### src/rtl/fetch_decode_if.sv
// Fetch/decode bus: instruction-memory request/response, PC redirect and
// the decoded-instruction handshake toward the type controller.
interface fetch_decode_if #(
    parameter int XLEN = 32
);
    logic            imem_req_valid;
    logic            imem_req_ready;
    logic [XLEN-1:0] imem_addr;
    logic            imem_rsp_valid;
    logic [31:0]     imem_rdata;
    logic            redirect_valid;
    logic [XLEN-1:0] redirect_pc;
    logic            dec_valid;
    logic            dec_ready;
    logic [2:0]      inst_type;
    logic [4:0]      rd;
    logic [4:0]      rs1;
    logic [4:0]      rs2;
    logic [2:0]      funct3;
    logic [6:0]      funct7;
    logic [XLEN-1:0] imm;
    logic [XLEN-1:0] dec_pc;
    logic            illegal;

    modport master (
        output imem_req_valid, imem_addr, dec_valid, inst_type, rd, rs1, rs2,
               funct3, funct7, imm, dec_pc, illegal,
        input  imem_req_ready, imem_rsp_valid, imem_rdata, redirect_valid,
               redirect_pc, dec_ready
    );

    modport slave (
        input  imem_req_valid, imem_addr, dec_valid, inst_type, rd, rs1, rs2,
               funct3, funct7, imm, dec_pc, illegal,
        output imem_req_ready, imem_rsp_valid, imem_rdata, redirect_valid,
               redirect_pc, dec_ready
    );
endinterface

### src/rtl/fetch_decode.sv
// PC owner and single-outstanding instruction fetcher; decodes each fetched
// word and holds it until the type controller consumes it.
module fetch_decode #(
    parameter int              XLEN     = 32,
    parameter logic [XLEN-1:0] RESET_PC = '0
) (
    input  logic            clk,
    input  logic            reset,
    fetch_decode_if.master  bus
);

    typedef enum logic [1:0] {IDLE, REQ, WAIT, HOLD} state_t;
    typedef enum logic [2:0] {T_R = 3'd0, T_I = 3'd1, T_B = 3'd2, T_J = 3'd3, T_U = 3'd4} inst_type_t;

    state_t            r_state, w_state_nxt;
    logic [XLEN-1:0]   r_pc, w_pc_nxt;
    logic              r_drop, w_drop_nxt;
    logic              r_req_valid;
    logic              r_dec_valid;
    logic              w_capture;
    logic              w_hs;

    inst_type_t        r_type, w_type;
    logic [4:0]        r_rd, r_rs1, r_rs2;
    logic [2:0]        r_funct3;
    logic [6:0]        r_funct7;
    logic [XLEN-1:0]   r_imm, r_dec_pc;
    logic              r_illegal, w_illegal;
    logic signed [31:0] w_imm32;
    logic [31:0]       w_ins;

    assign w_ins = bus.imem_rdata;
    assign w_hs  = r_req_valid & bus.imem_req_ready;

    always_comb begin
        w_type    = T_R;
        w_imm32   = '0;
        w_illegal = 1'b0;
        case (w_ins[6:0])
            7'b0110011: w_type = T_R;
            7'b0010011, 7'b0000011, 7'b1100111: begin
                w_type  = T_I;
                w_imm32 = {{20{w_ins[31]}}, w_ins[31:20]};
            end
            7'b1100011: begin
                w_type  = T_B;
                w_imm32 = {{19{w_ins[31]}}, w_ins[31], w_ins[7], w_ins[30:25], w_ins[11:8], 1'b0};
            end
            7'b1101111: begin
                w_type  = T_J;
                w_imm32 = {{11{w_ins[31]}}, w_ins[31], w_ins[19:12], w_ins[20], w_ins[30:21], 1'b0};
            end
            7'b0110111, 7'b0010111: begin
                w_type  = T_U;
                w_imm32 = {w_ins[31:12], 12'b0};
            end
            default: w_illegal = 1'b1;
        endcase
    end

    // Redirect outranks every other event once out of IDLE. A response that
    // coincides with a redirect answers the only outstanding request, so
    // nothing remains in flight and no drop is needed afterwards.
    always_comb begin
        w_state_nxt = r_state;
        w_pc_nxt    = r_pc;
        w_drop_nxt  = r_drop;
        w_capture   = 1'b0;
        case (r_state)
            IDLE: w_state_nxt = REQ;
            REQ: begin
                if (bus.redirect_valid) w_pc_nxt = bus.redirect_pc;
                if (w_hs) begin
                    w_state_nxt = WAIT;
                    w_drop_nxt  = bus.redirect_valid;
                end
            end
            WAIT: begin
                if (bus.redirect_valid) begin
                    w_pc_nxt = bus.redirect_pc;
                    if (bus.imem_rsp_valid) begin
                        w_state_nxt = REQ;
                        w_drop_nxt  = 1'b0;
                    end else begin
                        w_drop_nxt  = 1'b1;
                    end
                end else if (bus.imem_rsp_valid) begin
                    if (r_drop) begin
                        w_state_nxt = REQ;
                        w_drop_nxt  = 1'b0;
                    end else begin
                        w_state_nxt = HOLD;
                        w_capture   = 1'b1;
                    end
                end
            end
            HOLD: begin
                if (bus.redirect_valid) begin
                    w_pc_nxt    = bus.redirect_pc;
                    w_state_nxt = REQ;
                end else if (bus.dec_ready) begin
                    w_pc_nxt    = r_pc + XLEN'(4);
                    w_state_nxt = REQ;
                end
            end
            default: w_state_nxt = IDLE;
        endcase
    end

    always_ff @(posedge clk or negedge reset) begin
        if (!reset) begin
            r_state     <= IDLE;
            r_pc        <= RESET_PC;
            r_drop      <= 1'b0;
            r_req_valid <= 1'b0;
            r_dec_valid <= 1'b0;
        end else begin
            r_state     <= w_state_nxt;
            r_pc        <= w_pc_nxt;
            r_drop      <= w_drop_nxt;
            r_req_valid <= (w_state_nxt == REQ);
            r_dec_valid <= (w_state_nxt == HOLD);
        end
    end

    always_ff @(posedge clk or negedge reset) begin
        if (!reset) begin
            r_type    <= T_R;
            r_rd      <= '0;
            r_rs1     <= '0;
            r_rs2     <= '0;
            r_funct3  <= '0;
            r_funct7  <= '0;
            r_imm     <= '0;
            r_dec_pc  <= '0;
            r_illegal <= 1'b0;
        end else if (w_capture) begin
            r_type    <= w_type;
            r_rd      <= w_ins[11:7];
            r_rs1     <= w_ins[19:15];
            r_rs2     <= w_ins[24:20];
            r_funct3  <= w_ins[14:12];
            r_funct7  <= w_ins[31:25];
            r_imm     <= XLEN'(w_imm32);
            r_dec_pc  <= r_pc;
            r_illegal <= w_illegal;
        end
    end

    assign bus.imem_req_valid = r_req_valid;
    assign bus.imem_addr      = r_pc;
    assign bus.dec_valid      = r_dec_valid;
    assign bus.inst_type      = r_type;
    assign bus.rd             = r_rd;
    assign bus.rs1            = r_rs1;
    assign bus.rs2            = r_rs2;
    assign bus.funct3         = r_funct3;
    assign bus.funct7         = r_funct7;
    assign bus.imm            = r_imm;
    assign bus.dec_pc         = r_dec_pc;
    assign bus.illegal        = r_illegal;

endmodule

### src/flat_wrapper.sv
// flat-port wrapper written by rule: the top's interface ports become plain ports
module fetch_decode_flat 
#(
    parameter int              XLEN     = 32,
    parameter logic [XLEN-1:0] RESET_PC = '0
)
  (clk, reset, bus_imem_req_valid, bus_imem_addr, bus_dec_valid, bus_inst_type, bus_rd, bus_rs1, bus_rs2, bus_funct3, bus_funct7, bus_imm, bus_dec_pc, bus_illegal, bus_imem_req_ready, bus_imem_rsp_valid, bus_imem_rdata, bus_redirect_valid, bus_redirect_pc, bus_dec_ready);
  fetch_decode_if #(.XLEN(XLEN)) bus_i ();
  input  logic clk;
  input  logic reset;
  output wire logic [$bits(bus_i.imem_req_valid)-1:0] bus_imem_req_valid;
  output wire logic [$bits(bus_i.imem_addr)-1:0] bus_imem_addr;
  output wire logic [$bits(bus_i.dec_valid)-1:0] bus_dec_valid;
  output wire logic [$bits(bus_i.inst_type)-1:0] bus_inst_type;
  output wire logic [$bits(bus_i.rd)-1:0] bus_rd;
  output wire logic [$bits(bus_i.rs1)-1:0] bus_rs1;
  output wire logic [$bits(bus_i.rs2)-1:0] bus_rs2;
  output wire logic [$bits(bus_i.funct3)-1:0] bus_funct3;
  output wire logic [$bits(bus_i.funct7)-1:0] bus_funct7;
  output wire logic [$bits(bus_i.imm)-1:0] bus_imm;
  output wire logic [$bits(bus_i.dec_pc)-1:0] bus_dec_pc;
  output wire logic [$bits(bus_i.illegal)-1:0] bus_illegal;
  input wire logic [$bits(bus_i.imem_req_ready)-1:0] bus_imem_req_ready;
  input wire logic [$bits(bus_i.imem_rsp_valid)-1:0] bus_imem_rsp_valid;
  input wire logic [$bits(bus_i.imem_rdata)-1:0] bus_imem_rdata;
  input wire logic [$bits(bus_i.redirect_valid)-1:0] bus_redirect_valid;
  input wire logic [$bits(bus_i.redirect_pc)-1:0] bus_redirect_pc;
  input wire logic [$bits(bus_i.dec_ready)-1:0] bus_dec_ready;
  assign bus_imem_req_valid = bus_i.imem_req_valid;
  assign bus_imem_addr = bus_i.imem_addr;
  assign bus_dec_valid = bus_i.dec_valid;
  assign bus_inst_type = bus_i.inst_type;
  assign bus_rd = bus_i.rd;
  assign bus_rs1 = bus_i.rs1;
  assign bus_rs2 = bus_i.rs2;
  assign bus_funct3 = bus_i.funct3;
  assign bus_funct7 = bus_i.funct7;
  assign bus_imm = bus_i.imm;
  assign bus_dec_pc = bus_i.dec_pc;
  assign bus_illegal = bus_i.illegal;
  assign bus_i.imem_req_ready = bus_imem_req_ready;
  assign bus_i.imem_rsp_valid = bus_imem_rsp_valid;
  assign bus_i.imem_rdata = bus_imem_rdata;
  assign bus_i.redirect_valid = bus_redirect_valid;
  assign bus_i.redirect_pc = bus_redirect_pc;
  assign bus_i.dec_ready = bus_dec_ready;
  fetch_decode #(.XLEN(XLEN), .RESET_PC(RESET_PC)) u_core (.clk(clk), .reset(reset), .bus(bus_i));
endmodule
### config.mk
export PLATFORM = sky130hd
export DESIGN_NAME = fetch_decode_flat
export DESIGN_NICKNAME = d
export VERILOG_FILES = /design/src/rtl/fetch_decode_if.sv /design/src/rtl/fetch_decode.sv /design/src/flat_wrapper.sv
export SDC_FILE = /design/constraint.sdc
export NUM_CORES = 1
export LEC_CHECK = 0
export ABC_AREA = 1
export BUFFER_PORTS_ARGS = -buffer_cell sky130_fd_sc_hd__buf_2
export CAP_MARGIN = 5
export CORE_UTILIZATION = 54
export CTS_BUF_LIST = sky130_fd_sc_hd__clkbuf_2
export CTS_CLUSTER_SIZE = 12
export DETAILED_ROUTE_END_ITERATION = 8
export GPL_TIMING_DRIVEN = 0
export HOLD_SLACK_MARGIN = 0.03
export PLACE_DENSITY = 0.83
export RECOVER_POWER = 100
export SYNTH_ARGS = -nofsm -noshare
export SYNTH_HDL_FRONTEND = slang
export SYNTH_SLANG_ARGS = --single-unit
### constraint.sdc
create_clock -name clk -period 3.8 [get_ports clk]
set_clock_uncertainty 0.15 [all_clocks]
set_input_delay 0.38 -clock clk [delete_from_list [all_inputs] [get_ports clk]]
set_output_delay 0.38 -clock clk [all_outputs]
set_load 0.02 [all_outputs]
* Yosys cells after proc, flatten, opt, wreduce, memory -nomap -nowiden
Index checks and enable logic that the tools add are counted.
** Storage, ports and cells
- Register bits :: 130
- Logic and storage cells :: 66
- Bits of input ports :: 70
- Output and inout port bits :: 127
** Cells by class
- Add/subtract/negate cells :: 1
- Bitwise logic cells :: 1
- Eq/ne operators :: 17
- Multiplexer cells :: 24
- Reduce and logical (&&, ||, !) cells :: 9
** Operators with widths (number)
- $pmux W32 S4 :: 1
- $mux W32 :: 3
- $pmux W32 S2 :: 1
- $add A32 B3 Y32 const B :: 1
- $eq A7 B7 Y1 const B :: 3
- $eq A7 B5 Y1 const B :: 2
- $eq A7 B6 Y1 const B :: 2
- $mux W2 :: 7
- $pmux W3 S4 :: 1
- $mux W1 :: 9
- $pmux W2 S4 :: 1
- $reduce_or A8 Y1 :: 1
- $eq A7 B2 Y1 const B :: 1
- $eq A2 B2 Y1 const B :: 3
- $ne A3 B3 Y1 const B :: 2
- $reduce_and A3 Y1 :: 2
- $eq A2 B1 Y1 const B :: 2
- $ne A2 B1 Y1 const B :: 2
- $reduce_bool A2 Y1 :: 2
- $reduce_or A2 Y1 :: 2
- $reduce_or A3 Y1 :: 1
- $logic_not A2 Y1 :: 1
- $pmux W1 S2 :: 1
- $and A1 B1 Y1 :: 1

* Depth between registers and ports, before layout
- Word-level depth :: 5
- Mapped depth :: 11
- Depth with buffers taken out :: 11

* Worst setup path after synthesis
Ideal clock, no wire load.
- Path type :: register to register
- Start point :: register u_core.r_pc[3], in the netlist u_core.bus.imem_addr[3]
- End point :: register u_core.r_pc[14], in the netlist u_core.bus.imem_addr[14]
- Library setup time :: 0.113 ns
- Slack :: 1.948 ns
- Buffers on the path :: 0
- Required time :: 3.537 ns
- Stages on the path, launching flop included :: 11
- Clock period less this slack :: 1.852 ns
- Arrival :: 1.589 ns
- Path through :: dfrtp_1 ha_1 nand2_1 nor2_1 nand2_1 nor2_1 nand3_1 o21ai_0 nand2_1 nand2_1 inv_1
** On the way
- Cells in the longest elaborated chain, start to end :: 4
** RTL lines
- start: declaration :: line fetch_decode.sv:16 : logic [XLEN-1:0] r_pc, w_pc_nxt;
- start signal: assignment :: line fetch_decode.sv:119 : r_pc <= w_pc_nxt;
- $add A32 B3 Y32 :: line fetch_decode.sv:102 : w_pc_nxt = r_pc + XLEN'(4);
- $mux W32 :: line fetch_decode.sv:101 : end else if (bus.dec_ready) begin
- $mux W32 :: line fetch_decode.sv:98 : if (bus.redirect_valid) begin
- $pmux W32 S2 :: line fetch_decode.sv:69 : case (r_state)
Every way passes these cells. The select of a mux whose other input is x is not followed.
A chain may end at the register's enable or synchronous reset.

* Worst setup path in the final report
- Start point :: register u_core.r_state[0]
- End point :: register u_core.r_funct7[6], in the netlist u_core.bus.funct7[6]
** On the way
- Cells in the longest elaborated chain, start to end :: 2
** RTL lines
- start: declaration :: line fetch_decode.sv:15 : state_t r_state, w_state_nxt;
- start signal: assignment :: line fetch_decode.sv:118 : r_state <= w_state_nxt;
- $eq A2 B2 Y1 :: line fetch_decode.sv:69
- $mux W1 :: line fetch_decode.sv:69
- end signal: assignment :: line fetch_decode.sv:143 : r_funct7 <= w_ins[31:25];
- end: declaration :: line fetch_decode.sv:26 : logic [6:0] r_funct7;
Every way passes these cells.

==> key figures <==
Routing
  – WL/cell: ~16 µm
  – Via count: approximately 7200
  – DRT Wirelength: between 20 and 25 mm
  – First-pass iteration count of the detailed router: 8
  – DR DRC count: 15
  – ANT nets after route: 0
  – Post-DR vias/cell: approximately 5.4
  – 1st-iter DRT viols: about 750

Pwr
  – Leakage: 4.43 nW
  – Maximum VDD drop: between 0.4 and 0.5 mV
  – P per Cell Area: 713 nW/µm²

Setup path
  – R2R depth: 9
  – Setup crit start: u_core.r_state[0]$_DFF_PN0_
  – Critical path capture point type: register
  – Worst endpoint required time: 4.26 ns
  – R2R Path Start: u_core.r_state[0]$_DFF_PN0_
  – Largest fanout on the critical path: 10
  – Critical path type: register to register
  – Crit path DAT: around 3.2 ns
  – Worst setup path end: u_core.bus.funct7[6]$_DFFE_PN0P_
  – Startpoint Class: register
  – Reg2Reg Setup Slack: ~1.0 ns
  – RR Endpoint: u_core.bus.funct7[6]$_DFFE_PN0P_

Floorplanning
  – Die area: roughly 12000 µm²
  – DIE HEIGHT: approximately 110 µm
  – Row count: 39
  – # IOs: 197
  – Die width: approximately 110 µm
  – Starting Density: 0.559
  – Core area: around 12000 µm²

Synthesis
  – Cells after synthesis: ~900
  – Seq/Total Area, Yosys: 0.503
  – Register bit total from synthesis: 130
  – Syn avg cell area: 7.24 µm²
  – Yosys warning total: 0
  – Post-Syn Area: 6470 µm²
  – Top-area cell type share of the netlist area: 0.503
  – Synth top area cells: dfrtp_1 (50%), nand2_1 (23%), nor2_1 (5.4%), o21ai_0 (5.2%), inv_1 (4.0%)
  – Synthesized Nets: 970
  – Area leader, netlist: dfrtp_1
  – Synth cell types: 29

Min path
  – Worst hold start: bus_imem_rdata[4]
  – Worst Hold Class: input port to register

Clock tree
  – H-tree lvl count: 4
  – Reg clk slew, reported paths: 0.19 ns
  – Post-CTS Resized: 0
  – Clock Latency Late Sink: between 0.7 and 0.8 ns
  – Post-CTS setup repair buffer count: 0
  – CTS Hold Bufs: 78
  – CTS max path bufs: 2
  – Clk sink count: 130
  – CTS tree: done
  – Clk Tree Root Cell: clkbuf_2
  – CTS Buf Count: 17

Global route
  – First-pass GRT wire length: between 30 and 40 mm
  – Gr usage total: 0.348
  – Congestion Overflow GR: 0
  – Vias in the first global route: between 6000 and 7000
  – Pin count of the biggest net entering global routing: 77
  – Initial antenna violation count: 1

Layout
  – Fillers: ~950
  – Post-layout util: 0.741
  – Final #Nets: between 1000 and 1500
  – Share of cells above drive strength 1: 0.0958
  – Area grow syn2layout: 32.4%

Timing
  – Hold slack: 0.0776 ns
  – FMAX: between 300 and 400 MHz
  – Unrepaired setup endpoints after global routing: no
  – Max Slew Vio Count: 27
  – Max transition margin: -0.204
  – Worst-Margin Slew: 1.81 ns
  – Final Setup Violations: 0
  – Min Tclk post-route: around 2.8 ns
  – Fin crit share: 0.727
  – Hold Fails Final Rpt: 0
  – Sum of negative setup slack: 0 ns

Place
  – Placer congestion estimate: between 0.9 and 1
  – Hpwl dp: between 10 and 15 mm
  – Port Buffer Count: a little under 200

Run status
  – Failing checks: DRC, capacitance limit, slew limit
  – Outcome: complete, but fails checks

Flow run
  – Max cap viols: 1
[critical path, stage by stage (launching register included)]
cell and delay [ns]:
dfrtp_1 0.46, inv_1 0.11, ha_1 0.19, nand2_1 0.15
nor3_4 0.43, inv_1 0.26, clkbuf_1 0.37, clkbuf_1 0.35
nand2_1 0.14, nand2_1 0.07
[Yosys cell counts (all sizes together)]
library cell	n
a211oi	1
ha	6
a21oi	12
xor2	1
or2	3
clkbuf	17
nand3b	2
o21a	1
buf	14
dfrtp	130
a31oi	3
nor3	3
nor2	96
nand4	2
inv	73
a22oi	2
o21ai	69
o22ai	5
nand2	405
mux2	1
nand3	48
[how the worst min path moves through the flow]
stage,depth (start not counted),endpoint
final,8,u_core.bus.imm[11]$_DFFE_PN0P_
after global routing,6,u_core.bus.illegal$_DFFE_PN0P_
after CTS,8,u_core.bus.imm[11]$_DFFE_PN0P_
after detailed placement,1,u_core.bus.rs1[2]$_DFFE_PN0P_
after global placement,2,u_core.bus.funct3[1]$_DFFE_PN0P_
after floorplan,0,u_core.bus.dec_pc[0]$_DFFE_PN0P_
[area by class of cell]
type / count / area, µm² / share of cell area
multi-input cells: 660 / 2790 / 0.326
clock buffers: 18 / 90.1 / 0.0105
flip-flops and latches: 130 / 3250 / 0.380
well taps: 143 / 179 / 0.0209
inverters: 73 / 274 / 0.0320
clock inverters: 13 / 209 / 0.0244
diodes: 1 / 2.50 / 0.000292
plain buffers: 31 / 129 / 0.0150
repair buffers: 275 / 1640 / 0.191
[report_power, final]
part / switching (W) / total (W) / leakage, nW / internal [W]
combinational: 0.00192 / 0.00271 / 2.57 / 0.000784
sequential: 0.000468 / 0.00235 / 1.70 / 0.00188
clock: 0.000553 / 0.00105 / 0.167 / 0.000500
total: 0.00294 / 0.00611 / 4.43 / 0.00316
[kinds of logic after synthesis]
kind of cell / count (synthesis) / share of synthesized area
and+or+nand+nor: 559 / 0.342
DFF: 130 / 0.503
buffers and inverters: 104 / 0.0650
AOI/OAI and AO/OA: 93 / 0.0750
adders and majority gates: 6 / 0.0116
xor gates and xnor gates: 1 / 0.00135
muxes: 1 / 0.00174
[layout by cell type (no fill, tap or decap), types with 6 or more instances in the layout]
cell	synthesis	layout
clkbuf_1	17	155
ha_1	6	6
dlygate4sd3_1	0	77
a21oi_1	12	12
nand3_1	47	47
nor2_1	93	93
buf_2	12	71
inv_1	69	72
nand2_1	401	403
dfrtp_1	130	130
clkbuf_2	0	18
o21ai_0	67	69
[layer usage]
metal  up-vias  part of all wire  GRT usage
met2       448              0.48      0.579
met3        80             0.086     0.0702
met1      3325              0.39      0.427
met5         -                 0          0
li1       3372                 -          -
met4         0             0.044      0.194
[sequential cells by signal, indices dropped and copies added, names as in the netlist, 3 cells and up]
name and cells:
u_core.bus.imm 32, u_core.bus.funct3 3, u_core.bus.imem_addr 32, u_core.bus.dec_pc 32, u_core.bus.rs2 5, u_core.bus.inst_type 3
u_core.bus.rs1 5, u_core.bus.funct7 7, u_core.bus.rd 5
[through the flow]
stage | power [W] | worst slack, ns | instance area (µm²) | instances
after floorplan | 0.00403 | 1.95 | 6470 | 894
after global placement | 0.00497 | 0.505 | 7630 | 1233
after detailed placement | 0.00504 | 1.49 | 7660 | 1234
after CTS | 0.00615 | 1.39 | 8750 | 1343
after global routing | 0.00646 | 0.800 | 8570 | 1344
final | 0.00611 | 1.04 | 8570 | 1344
(Power assumes the default switching activity.)
